## src/rtl/bundle_ctrl.sv

```systemverilog
// bundle_ctrl: sequencer for a bank of per-lane HDC bundling counters.
// It accepts a stream of D-bit items and drives the bank's accumulate and
// clear strobes. When a bundle has an even item count it applies one
// tie-break strobe. It then captures the bank's sign bits into a
// valid/ready result handshake.
module bundle_ctrl #(
  parameter int D = 32,
  parameter int W = 16
) (
  input  logic         clk,
  input  logic         rst_n,
  input  logic         s_valid,
  output logic         s_ready,
  input  logic [D-1:0] s_data,
  input  logic         s_last,
  input  logic [D-1:0] tb_vec,
  output logic [D-1:0] ctr_bit,
  output logic         ctr_k_fin,
  output logic         ctr_s_fin,
  input  logic [D-1:0] ctr_sign,
  output logic         m_valid,
  input  logic         m_ready,
  output logic [D-1:0] m_data,
  output logic [W-1:0] m_count,
  output logic         busy,
  output logic         err_ovf
);

  // Item cap: keeps count+1 (including the tie-break) inside signed W range.
  localparam logic [W-1:0] CAP = W'((2 ** (W - 1)) - 2);

  typedef enum logic [2:0] {
    ST_CLEAR  = 3'd0,
    ST_ACCUM  = 3'd1,
    ST_TIEBRK = 3'd2,
    ST_SETTLE = 3'd3,
    ST_OUTPUT = 3'd4
  } state_t;

  state_t       state_q;
  logic [W-1:0] count_q;
  logic         settle_q;
  logic [D-1:0] ctr_bit_q;
  logic         ctr_k_fin_q;
  logic         ctr_s_fin_q;
  logic         s_ready_q;
  logic         m_valid_q;
  logic [D-1:0] m_data_q;
  logic [W-1:0] m_count_q;
  logic         busy_q;
  logic         err_ovf_q;

  logic         room_s;
  logic [W-1:0] count_d;

  // Room check and the item count that results if the current item is accepted.
  always_comb begin
    room_s = (count_q < CAP);
    if (room_s) begin
      count_d = count_q + W'(1);
    end else begin
      count_d = count_q;
    end
  end

  // Main sequencer: state plus all registered outputs and strobes.
  always_ff @(posedge clk) begin
    if (!rst_n) begin
      state_q     <= ST_CLEAR;
      count_q     <= {W{1'b0}};
      settle_q    <= 1'b0;
      ctr_bit_q   <= {D{1'b0}};
      ctr_k_fin_q <= 1'b0;
      ctr_s_fin_q <= 1'b0;
      s_ready_q   <= 1'b0;
      m_valid_q   <= 1'b0;
      m_data_q    <= {D{1'b0}};
      m_count_q   <= {W{1'b0}};
      busy_q      <= 1'b0;
      err_ovf_q   <= 1'b0;
    end else begin
      // Strobes are single-cycle unless re-asserted below.
      ctr_k_fin_q <= 1'b0;
      ctr_s_fin_q <= 1'b0;
      case (state_q)
        ST_CLEAR: begin
          ctr_s_fin_q <= 1'b1;
          count_q     <= {W{1'b0}};
          settle_q    <= 1'b0;
          s_ready_q   <= 1'b1;
          state_q     <= ST_ACCUM;
        end
        ST_ACCUM: begin
          if (s_valid && s_ready_q) begin
            busy_q <= 1'b1;
            if (room_s) begin
              ctr_bit_q   <= s_data;
              ctr_k_fin_q <= 1'b1;
              count_q     <= count_d;
            end else begin
              err_ovf_q <= 1'b1;
            end
            if (s_last) begin
              s_ready_q <= 1'b0;
              // Even number of votes can tie, so add one tie-break vote.
              if (count_d[0] == 1'b0) begin
                state_q <= ST_TIEBRK;
              end else begin
                state_q <= ST_SETTLE;
              end
            end else begin
              state_q <= ST_ACCUM;
            end
          end else begin
            state_q <= ST_ACCUM;
          end
        end
        ST_TIEBRK: begin
          ctr_bit_q   <= tb_vec;
          ctr_k_fin_q <= 1'b1;
          state_q     <= ST_SETTLE;
        end
        ST_SETTLE: begin
          // The first cycle lets the bank apply the last strobe.
          // The second cycle samples the resulting sign bits.
          if (!settle_q) begin
            settle_q <= 1'b1;
          end else begin
            settle_q  <= 1'b0;
            m_data_q  <= ctr_sign;
            m_count_q <= count_q;
            m_valid_q <= 1'b1;
            state_q   <= ST_OUTPUT;
          end
        end
        ST_OUTPUT: begin
          if (m_ready) begin
            m_valid_q <= 1'b0;
            busy_q    <= 1'b0;
            state_q   <= ST_CLEAR;
          end else begin
            state_q <= ST_OUTPUT;
          end
        end
        default: begin
          s_ready_q <= 1'b0;
          m_valid_q <= 1'b0;
          state_q   <= ST_CLEAR;
        end
      endcase
    end
  end

  assign s_ready   = s_ready_q;
  assign ctr_bit   = ctr_bit_q;
  assign ctr_k_fin = ctr_k_fin_q;
  assign ctr_s_fin = ctr_s_fin_q;
  assign m_valid   = m_valid_q;
  assign m_data    = m_data_q;
  assign m_count   = m_count_q;
  assign busy      = busy_q;
  assign err_ovf   = err_ovf_q;

endmodule

```

## config.mk

```make
export PLATFORM = sky130hd
export DESIGN_NAME = bundle_ctrl
export DESIGN_NICKNAME = d
export VERILOG_FILES = /design/src/rtl/bundle_ctrl.sv
export SDC_FILE = /design/constraint.sdc
export NUM_CORES = 1
export LEC_CHECK = 0
export CELL_PAD_IN_SITES_DETAIL_PLACEMENT = 2
export CELL_PAD_IN_SITES_GLOBAL_PLACEMENT = 2
export CORE_MARGIN = 2
export CORE_UTILIZATION = 25
export CTS_BUF_LIST = sky130_fd_sc_hd__clkbuf_4 sky130_fd_sc_hd__clkbuf_8
export CTS_CLUSTER_DIAMETER = 100
export DETAILED_ROUTE_END_ITERATION = 7
export GPL_TIMING_DRIVEN = 0
export PLACE_DENSITY = 0.95
export SYNTH_ARGS = -nofsm -noshare
export SYNTH_HDL_FRONTEND = slang
export SYNTH_SLANG_ARGS = --single-unit
```

## constraint.sdc

```tcl
create_clock -name clk -period 5.2 [get_ports clk]
set_input_delay 1.3 -clock clk [delete_from_list [all_inputs] [get_ports clk]]
set_output_delay 1.3 -clock clk [all_outputs]
set_load 0.05 [all_outputs]
```

Word level (Yosys, flattened, before mapping)
Cells that the tools add are included.
Word-level totals
  bits in registers: 106
  input bits: 101
  output and inout port bits: 86
  logic and storage cells: 68
Operators by class
  add/sub/neg operators: 1
  magnitude comparators: 1
  eq/ne operators: 9
  muxes and demuxes: 27
  bitwise logic cells: 3
  reduce and logical (&&, ||, !) cells: 15
Operator list (count)
  32-bit two-way mux: 2
  32-bit one-hot mux with 2 select lines: 1
  16-bit two-way mux: 3
  16-bit one-hot mux with 2 select lines: 1
  3-bit AND reduction: 6
  16-bit by 1-bit adder with 16-bit output, second input constant: 1
  16-bit by 15-bit less-than comparator with 1-bit output, second input constant: 1
  3-bit one-hot mux with 5 select lines: 1
  3-bit two-way mux: 4
  1-bit two-way mux: 10
  2-bit inequality test, second input constant: 5
  2-bit nonzero test: 4
  3-bit by 2-bit equality test with 1-bit output, second input constant: 2
  1-bit one-hot mux with 2 select lines: 3
  1-bit one-hot mux with 3 select lines: 2
  3-bit OR reduction: 2
  3-bit by 1-bit equality test with 1-bit output, second input constant: 1
  3-bit equality test, second input constant: 1
  3-bit zero test: 1
  1-bit NOT: 3
  2-bit AND reduction: 1
  1-bit logical AND: 1

Longest topological paths before layout
  word-level depth: 6
  gate-level depth with buffers: 8
  mapped depth without buffers: 6

Least setup slack after synthesis
Ideal clock, no wire load.
  kind: in2reg
  from: input port s_valid
  to: register count_q[12]
  library setup time: 0.060 ns
  data arrival time: 2.336 ns
  data required time: 5.140 ns
  path slack: 2.805 ns
  stages on the path: 6
  path buffers: 2
  cells stage by stage: nand3_1 > a211o_1 > buf_6 > buf_6 > a2111o_1 > nand2_1
Between the ends
  word-level cells in the longest chain between the ends: 3
RTL lines
  start, declared: RTL line 12  | input logic s_valid,
  1-bit logical AND: RTL line 94  | if (s_valid && s_ready_q) begin
  2-bit inequality test (no source line)
  3-bit AND reduction (no source line)
  end signal, assigned: RTL line 70  | count_q <= {W{1'b0}};
  end signal, assigned: RTL line 88  | count_q <= {W{1'b0}};
  end signal, assigned: RTL line 99  | count_q <= count_d;
  end, declared: RTL line 41  | logic [W-1:0] count_q;
Every way passes these cells.
A chain may end at the register's enable or synchronous reset.

Worst setup path after layout
  from: register s_ready_q (netlist: s_ready)
  to: output port s_ready
RTL lines
  start, declared: RTL line 46  | logic s_ready_q;
  start signal, assigned: RTL line 75  | s_ready_q <= 1'b0;
  start signal, assigned: RTL line 90  | s_ready_q <= 1'b1;
  start signal, assigned: RTL line 104  | s_ready_q <= 1'b0;
  end, declared: RTL line 13  | output logic s_ready,
No word-level cell between the ends.

==> impl_metrics.yaml <==
status:
  outcome: "completed"
cts:
  cts_inserted_buffers: 9
  post_cts_buffers: 0
  clk_latency_ns: 0.40
  clock-root-buffer: "clkbuf_8"
  tritoncts: "built"
  cts_resized: 0
  cts_hold_buf: 0
  cts_buffer_depth: 2
  clock-sinks: 106
  htreeDepth: 3
  clk_pin_slew_ns: 0.11
timing:
  fin_skew_ns: 0.0135
  finalSetupViolCount: 0
  final_max_slew_viol_count: 0
  min_period_ns: 2.96
  tightest_slew_ns: 0.861
  timing.slew.headroom_pct: 42.2
  hold_viol: 0
  fmax_mhz: 338
  timing.final.crit_share_pct: 56.8
  rsz0062_at_grt: "no"
  setup_tns_ns: 0
global_routing:
  grt_pass1_vias: 5237
  grt-ovfl-total: 0
  track_usage_pct: 19.3
  grt_pass1_wl_um: 27500
  antenna_found_initial: 0
  grt_start_max_net_pins: 17
pwr:
  power_mw: 1.60
  power.internal_mw: 1.16
  vdd_drop_max_mv: 0.102
  leakagePower_nw: 2.17
  seqPwrFrac_pct: 52.0
  p_clk_share_pct: 34.0
  p_sw_mw: 0.438
  powerDensity_nw_per_um2: 241
  pwr-share-comb_pct: 14.0
  p_sw_share_pct: 27.3
setup_path:
  worst_ep_arrival_time_ns: 1.66
  critPathBufInv: 1
  crit_fanout: 5
  critical-path-top-delay-family: "buffers and inverters"
  worst_setup_path_end_kind: "primary output"
  cp_data_required_time_ns: 3.90
  worstPathCellList: "clkdlybuf4s50_1"
  startpoint_type: "flip-flop"
  critPathSlowestCell: "clkdlybuf4s50_1"
  r2r_slack_ns: 2.98
  max_stage_delay_ns: 0.85
  critPathKind: "flip-flop to primary output"
floorplan:
  die_w_um: 135
  core_area_um2: 16700
  ioPinCount: 187
  row_count: 47
  die-area_um2: 18300
  die_h_um: 135
  initial_core_util_pct: 25.8
finish:
  final_cell_mix: "clkdlybuf4s50_1 (186), nand2_1 (175), dfxtp_1 (106), a21oi_1 (63), o21ai_0 (38)"
  stdcell_area_um2: 6630
  num-fill-cells: 1915
  layout_commonest_cell: "clkdlybuf4s50_1"
  drive_gt1_share_pct: 4.14
  n_antenna_cell: 0
  multi_input_area_um2: 1970
  final_core_util_pct: 39.7
  area_delta_synth_final_pct: 54.2
  seqCellArea_um2: 2120
  final_cells: 969
  nets: 847
yosys:
  ys_async_sr_fraction_pct: 0
  yosysWarningCount: 0
  synth_cells: 548
  synth_cell_types: 39
  avgSynthCellArea_um2: 7.85
  ys_ff_latch: 106
  syn_area_um2: 4300
  synth-edff-count: 0
  synth_top_area_share_pct: 49.3
  synth.area.top_cells: "dfxtp_1 (49%), nand2_1 (15%), a21oi_1 (7.3%)"
  ys.flop_type: "dfxtp_1"
  yosys.area.top_type: "dfxtp_1"
  syn_nets: 650
  ys_seq_area_share_pct: 49.3
detailed_routing:
  vias: 4762
  ant_nets: 0
  drt_first_pass_iters: 4
  wl_um: 17400
  post_drt_via_cell_ratio: 4.91
  avgRoutedWirePerCell_um: 18.0
  drc: 0
  drtIter0Drc: 149
placed_design:
  dp_hpwl_um: 13200
  numPortBuffers: 186
  place_area_um2: 6440
  gp_congestion: 0.784
  place_inst: 954
job:
  cap_violations: 0
min_path:
  hold_class: "flip-flop to flip-flop"
-- layout make-up --
cell class                      instances  area share, %
Sequential cell                       106           32.0
Buffer                                 44           3.00
Timing Repair Buffer                  186           28.1
Clock buffer                           10           2.08
Clock inverter                          5          0.830
Inverter                                4          0.226
Tap cell                              220           4.15
Multi-Input combinational cell        394           29.6
-- layer usage --
metal,global-route usage [%],up-vias,share of wire [%]
met5,0,-,0
met4,7.29,0,2.2
met3,6.32,22,7.3
met2,33.9,144,51
met1,21.9,2305,40
li1,-,2291,-
-- cell families after synthesis --
| group | after synthesis | synth area share [%] |
|---|---|---|
| AOI/OAI and AO/OA | 160 | 22.0 |
| xor gates and xnor gates | 1 | 0.204 |
| adders and majority gates | 1 | 0.291 |
| buffers and inverters | 48 | 4.97 |
| DFF | 106 | 49.3 |
| muxes | 4 | 0.931 |
| and+or+nand+nor | 228 | 22.3 |
-- sequential cells by signal, indices dropped and copies added (netlist names) --
register   flops
err_ovf        1
ctr_s_fin      1
busy           1
ctr_bit       32
settle_q       1
m_valid        1
m_count       16
count_q       16
state_q        3
m_data        32
s_ready        1
ctr_k_fin      1
-- cell usage after synthesis, types with 2 or more instances --
master / number
inv_1: 3
nand4_1: 5
nand3_1: 21
a31oi_1: 37
and3_1: 4
or3_1: 7
buf_2: 8
buf_6: 3
nor2_1: 6
o21ai_0: 38
a211oi_1: 3
nor2b_1: 2
nand2_1: 175
dfxtp_1: 106
clkbuf_1: 30
a2111o_1: 5
and4_4: 2
mux2i_1: 4
o2111ai_1: 5
nor3_1: 2
buf_1: 2
a21oi_1: 63
-- stage by stage --
stage / setup slack (ns) / hold slack (ns)
2_1_floorplan: 2.80 / 0.454
3_3_place_gp: 1.89 / 0.442
3_5_place_dp: 1.84 / 0.451
4_1_cts: 2.22 / 0.465
5_1_grt: 2.06 / 0.484
6_report: 2.24 / 0.460
-- power groups by stage --
| stage | logic, mW | clock network, mW | registers [mW] |
|---|---|---|---|
| final | 0.224 | 0.544 | 0.833 |
| after global routing | 0.241 | 0.591 | 0.835 |
| after CTS | 0.227 | 0.565 | 0.834 |
| after detailed placement | 0.225 | 0 | 0.852 |
| after global placement | 0.220 | 0 | 0.851 |
| after floorplan | 0.0527 | 0 | 0.894 |
-- final timing paths --
path	startpoint	endpoint	cells past startpoint
setup reg to reg	state_q[1]	m_data[29]	8
hold reg to reg	m_count[3]	m_count[3]	2
setup / recovery	s_ready	s_ready	1
hold / removal	m_count[3]	m_count[3]	2
Power figures use the tool's default switching activity.
